## src/rtl/dither_dac_sequencer.sv

```systemverilog
// Sample-rate sequencer for the dithered DAC: sample FIFO, period counter,
// LFSR save/restore/advance control and a click-free ramp to midscale on disable.
module dither_dac_sequencer #(
  parameter int SIGNALWIDTH = 16,
  parameter int DEPTH       = 4,
  parameter int DIVIDER     = 256,
  parameter int RAMPSTEP    = 16
) (
  input  logic                   i_clk,
  input  logic                   i_reset,
  input  logic                   i_enable,
  input  logic                   i_replay,
  input  logic                   i_clear_flags,
  input  logic                   i_in_valid,
  input  logic [SIGNALWIDTH-1:0] i_in_data,
  output logic                   o_in_ready,
  output logic [SIGNALWIDTH-1:0] o_dac_d,
  output logic                   o_sample_tick,
  output logic                   o_lfsr_e,
  output logic                   o_lfsr_save,
  output logic                   o_lfsr_restore,
  output logic                   o_underrun,
  output logic                   o_busy
);

  localparam int W  = SIGNALWIDTH;
  localparam int AW = (DEPTH > 1) ? $clog2(DEPTH) : 1;
  localparam int CW = (DIVIDER > 1) ? $clog2(DIVIDER) : 1;
  localparam logic [W-1:0] MID = W'(1) << (W - 1);

  typedef enum logic [1:0] {S_IDLE, S_RUN, S_RAMP} state_t;

  state_t        r_state;
  logic          r_busy;
  logic          r_underrun;
  logic [W-1:0]  r_dac;
  logic [CW-1:0] r_div;

  logic [W-1:0]  r_mem [DEPTH];
  logic [AW-1:0] r_wr_ptr;
  logic [AW-1:0] r_rd_ptr;
  logic [AW:0]   r_count;

  logic          w_tick;
  logic          w_push;
  logic          w_pop;
  logic          w_flush;
  logic          w_in_ready;
  logic          w_restore;
  logic [W:0]    w_dac_ext;
  logic [W:0]    w_mid_ext;
  logic [W:0]    w_step;
  logic [W:0]    w_up;
  logic [W:0]    w_dn;
  logic [W:0]    w_above;
  logic [W-1:0]  w_ramp_next;

  assign w_tick     = (r_state != S_IDLE) && (r_div == CW'(DIVIDER - 1));
  // in_ready looks only at the registered count, so a same-cycle pop never frees a slot
  assign w_in_ready = (r_count < (AW+1)'(DEPTH)) && (r_state != S_RAMP);
  assign w_push     = i_in_valid && w_in_ready;
  assign w_pop      = (r_state == S_RUN) && w_tick && (r_count != '0);
  assign w_flush    = (r_state == S_RUN) && !i_enable;
  assign w_restore  = w_tick && i_replay;

  // Ramp arithmetic carries one extra bit so the step can neither wrap nor overshoot MID
  assign w_dac_ext  = {1'b0, r_dac};
  assign w_mid_ext  = {1'b0, MID};
  assign w_step     = (W+1)'(RAMPSTEP);
  assign w_up       = w_dac_ext + w_step;
  assign w_dn       = w_dac_ext - w_step;
  assign w_above    = w_dac_ext - w_mid_ext;
  assign w_ramp_next = (r_dac < MID) ? ((w_up >= w_mid_ext) ? MID : w_up[W-1:0])
                                     : ((w_above <= w_step) ? MID : w_dn[W-1:0]);

  always_ff @(posedge i_clk) begin
    if (w_push) r_mem[r_wr_ptr] <= i_in_data;
  end

  always_ff @(posedge i_clk) begin
    if (i_reset || w_flush) begin
      r_wr_ptr <= '0;
      r_rd_ptr <= '0;
      r_count  <= '0;
    end else begin
      if (w_push) r_wr_ptr <= r_wr_ptr + AW'(1);
      if (w_pop)  r_rd_ptr <= r_rd_ptr + AW'(1);
      case ({w_push, w_pop})
        2'b10:   r_count <= r_count + (AW+1)'(1);
        2'b01:   r_count <= r_count - (AW+1)'(1);
        default: r_count <= r_count;
      endcase
    end
  end

  always_ff @(posedge i_clk) begin
    if (i_reset) begin
      r_state    <= S_IDLE;
      r_busy     <= 1'b0;
      r_underrun <= 1'b0;
      r_dac      <= MID;
      r_div      <= '0;
    end else begin
      if ((r_state == S_RUN) && w_tick && (r_count == '0))
        r_underrun <= 1'b1;
      else if (i_clear_flags)
        r_underrun <= 1'b0;

      if (r_state == S_IDLE || w_tick)
        r_div <= '0;
      else
        r_div <= r_div + CW'(1);

      case (r_state)
        S_IDLE: begin
          if (i_enable) begin
            r_state <= S_RUN;
            r_busy  <= 1'b1;
          end
        end
        S_RUN: begin
          if (w_pop) r_dac <= r_mem[r_rd_ptr];
          if (!i_enable) r_state <= S_RAMP;
        end
        S_RAMP: begin
          if (w_tick) begin
            if (r_dac == MID) begin
              r_state <= S_IDLE;
              r_busy  <= 1'b0;
            end else begin
              r_dac <= w_ramp_next;
            end
          end
        end
        default: begin
          r_state <= S_IDLE;
          r_busy  <= 1'b0;
        end
      endcase
    end
  end

  assign o_in_ready     = w_in_ready;
  assign o_dac_d        = r_dac;
  assign o_sample_tick  = w_tick;
  assign o_lfsr_restore = w_restore;
  assign o_lfsr_e       = (r_state != S_IDLE) && !w_restore;
  assign o_lfsr_save    = (r_state == S_IDLE) && i_enable;
  assign o_underrun     = r_underrun;
  assign o_busy         = r_busy;

endmodule

```

## config.mk

```make
export PLATFORM = sky130hd
export DESIGN_NAME = dither_dac_sequencer
export DESIGN_NICKNAME = d
export VERILOG_FILES = /design/src/rtl/dither_dac_sequencer.sv
export SDC_FILE = /design/constraint.sdc
export NUM_CORES = 1
export LEC_CHECK = 0
export BUFFER_PORTS_ARGS = -buffer_cell sky130_fd_sc_hd__buf_4
export CAP_MARGIN = 25
export CORE_MARGIN = 1.5
export CORE_UTILIZATION = 59
export CTS_CLUSTER_DIAMETER = 80
export DETAILED_ROUTE_END_ITERATION = 16
export PLACE_DENSITY = 0.85
export RECOVER_POWER = 100
export SLEW_MARGIN = 10
export SYNTH_ARGS = -nofsm -noshare
export SYNTH_HDL_FRONTEND = slang
export SYNTH_SLANG_ARGS = --single-unit
```

## constraint.sdc

```tcl
create_clock -name i_clk -period 3.2 [get_ports i_clk]
set_clock_uncertainty 0.15 [all_clocks]
set_input_delay 0.16 -clock i_clk [delete_from_list [all_inputs] [get_ports i_clk]]
set_output_delay 0.16 -clock i_clk [all_outputs]
set_load 0.01 [all_outputs]
```

==> results by group <==
Yosys
  • Mapped Area: 4930 um^2
  • Area share of the largest cell type after synthesis: 0.390
  • Synth Area per Inst: 12.4 um^2
  • Post-Synthesis Cells: 399
  • Syn nets: 432
  • Synthesized flop and latch total: 101
  • Distinct cells, synth: 77
  • Most used DFF post-synth: edfxtp_1
  • Synth area leader: edfxtp_1
  • EDFF count, synth: 64
  • Synthesis warning total: 0
  • Largest cells by area after synthesis: edfxtp_1 (39%), dfxtp_1 (15%), mux4_2 (7.3%)
  • Async S/R FF share, synth: 0
  • Sequential area share after synthesis: 0.540

Timing
  • Fmax: 0.332 GHz
  • Worst Tran Pin Value: 1020 ps
  • Final Setup Violations: 0
  • Fin crit period: 3020 ps
  • Fin. max-slew vios: 0
  • Final Hold Fails: 0
  • RSZ-0062 raised after global routing: no
  • Setup tns final: 0 ps
  • Max-slew headroom: 0.316
  • Final worst path period share: 0.942

Finish
  • Fillcell total: 627
  • # nets final: 489
  • Commonest non-fill, non-tap cells in the layout: edfxtp_1 (64), clkbuf_1 (38), dfxtp_1 (36)
  • Final instance area: 5480 um^2
  • Commonest non-fill, non-tap cell in the layout: edfxtp_1
  • Layout area overhead: 11.1%
  • # diodes: 0
  • Ratio of cells with drive above 1 in the final layout: 0.143

Power and ir drop
  • Power Dens Cells: 440 nW/um^2
  • Peak VDD IR: 0.000389 V
  • P_leak: 1.88 nW

CTS
  • Skew-Pair Late Insertion Delay: 370 ps
  • Total CTS buffers: 9
  • Total clock sinks: 101
  • Root buffer cell: clkbuf_8
  • TritonCTS clock tree: done
  • Reg clk slew, reported paths: 100 ps
  • H-tree levels: 3
  • Clock tree buffer depth: 2

Die
  • Starting Density: 0.603
  • Die extent in x: 94.4 um
  • Rows: 33
  • Die area: 8920 um^2
  • Chip Height: 94.4 um
  • Core Area: 8180 um^2
  • Ports: 45

Setup path
  • Setup crit start kind: flip-flop
  • Top Family by Delay on Critical Path: simple AND/OR/NAND/NOR gates
  • Critical path peak fanout: 11
  • Crit-path most repeated cell: or3_1
  • Critical path buffers and inverters: 2
  • Crit-path max cell delay: 400 ps
  • Type of the worst setup path: reg2reg
  • Worst endpoint required time: 3330 ps
  • Crit path capture type: flip-flop
  • WP data arrival: 3150 ps
  • Cells along the critical path: ha_2 -> nand3_1 -> or2_1 -> or3_1 -> clkinv_4 -> ha_1 -> inv_1 -> fa_1 -> xor2_1 -> or3_1 -> a21oi_1
  • Critical-path top delay cell: dfxtp_1

Global routing
  • Gr ovfl total: 0
  • Pin count of the biggest net entering global routing: 20
  • GRT Total Usage: 0.275
  • First-pass GRT wire length: 18200 um
  • Number of global-route vias before repair: 3544
  • Initial antenna violation count: 0

Route
  • DRC viols: 0
  • Initial DRC Count: 237
  • Via count: 3662
  • Via/cell ratio: 6.47
  • Total wire length: 11400 um
  • Routed Antenna Nets: 0
  • 1st-pass router iterations: 5
  • WL/cell: 20.1 um

Worst hold path
  • Hold Crit Class: in2reg

Status
  • Status: completed

Place
  • Placement-stage cell area: 5250 um^2
  • DP HPWL: 7250 um
  • Gp weighted congestion: 0.940
  • Number of I/O port buffers: 44

Flow run
  • Max Cap Viol: 0
==> stage by stage <==
stage               cells  power, mW  hold slack, ps  utilization  worst slack, ps
floorplan             399       1.57            76.2            -              277
global placement      530       1.63             209        0.643              298
detailed placement    530       1.64             211        0.643              167
CTS                   566       2.42             128        0.691              130
global route          566       2.47             148        0.670             34.3
finish                566       2.41             137        0.670              184
==> cells in the mapped netlist, types with 5 or more instances <==
cell	number
nand3_1	22
buf_6	8
a21oi_1	17
a211oi_1	5
and3_1	5
inv_1	13
xor2_1	10
dfxtp_1	37
nor3_1	8
nor2_1	27
mux4_2	16
nand4_1	6
o21ai_0	13
nand2_1	11
nor2b_1	6
o21ai_1	5
edfxtp_1	64
a41oi_1	5
a31oi_1	7
nand2b_1	5
and2_1	7
clkbuf_1	10
ha_1	10
==> state kept, by name (all words and copies together) (netlist names), named ones only <==
register,flops
o_busy,1
r_mem,64
r_rd_ptr,2
r_div,8
o_underrun,1
r_count,3
o_dac_d,16
r_wr_ptr,2
r_state,2
==> where the power goes <==
part / switching [mW] / leakage [nW] / internal (mW)
sequential: 0.0209 / 0.887 / 1.44
clock: 0.484 / 0.0964 / 0.303
combinational: 0.0953 / 0.895 / 0.0699
total: 0.600 / 1.88 / 1.81
==> path summary, 6_finish.rpt <==
path / startpoint / endpoint / slack, ps / cells past startpoint
min reg2reg: r_div[0] / r_div[0] / 330 / 1
max reg2reg: r_div[1] / r_count[2] / 180 / 11
max: r_div[1] / r_count[2] / 180 / 11
min: i_in_valid / r_wr_ptr[1] / 140 / 4
==> worst reg2reg max path: cells and delay by family, from the launching register on <==
kind                       cells  cell delay, ps
buffers and inverters          2             190
xor gates and xnor gates       1             160
AOI/OAI and AO/OA              1             140
adders and majority gates      3             810
DFF                            1             400
and+or+nand+nor                4            1080
==> repair_timing <==
action | CTS | global route
gates resized for setup | 0 | 2
setup endpoints to repair | 0 | 1
endpoints found under the hold margin | 76 | 0
buffers inserted | 0 | 0
hold buffers | 20 | 0
==> routing by layer <==
layer	global-route usage	wire length, um	vias to the layer above
li1	-	-	1648
met1	0.349	4540	1811
met2	0.477	5800	169
met3	0.0411	768	34
met4	0.106	298	0
met5	0	0	-
==> cell families (layout without fill, tap and decap cells) <==
family	Yosys count	in the layout	synth area share
xor gates and xnor gates	14	14	0.0249
DFF	101	101	0.540
adders and majority gates	11	11	0.0294
AOI/OAI and AO/OA	87	87	0.126
and+or+nand+nor	127	127	0.150
buffers and inverters	42	104	0.0553
muxes	17	17	0.0751
==> layout make-up <==
type / count / area, um^2 / share of cell area
multi-input combinational: 256 / 1970 / 0.360
sequential: 101 / 2660 / 0.486
tap: 105 / 131 / 0.0240
timing repair buffer: 74 / 460 / 0.0840
clock buffer: 9 / 124 / 0.0226
inverter: 14 / 57.6 / 0.0105
clock inverter: 7 / 68.8 / 0.0126
(Power assumes the default switching activity.)
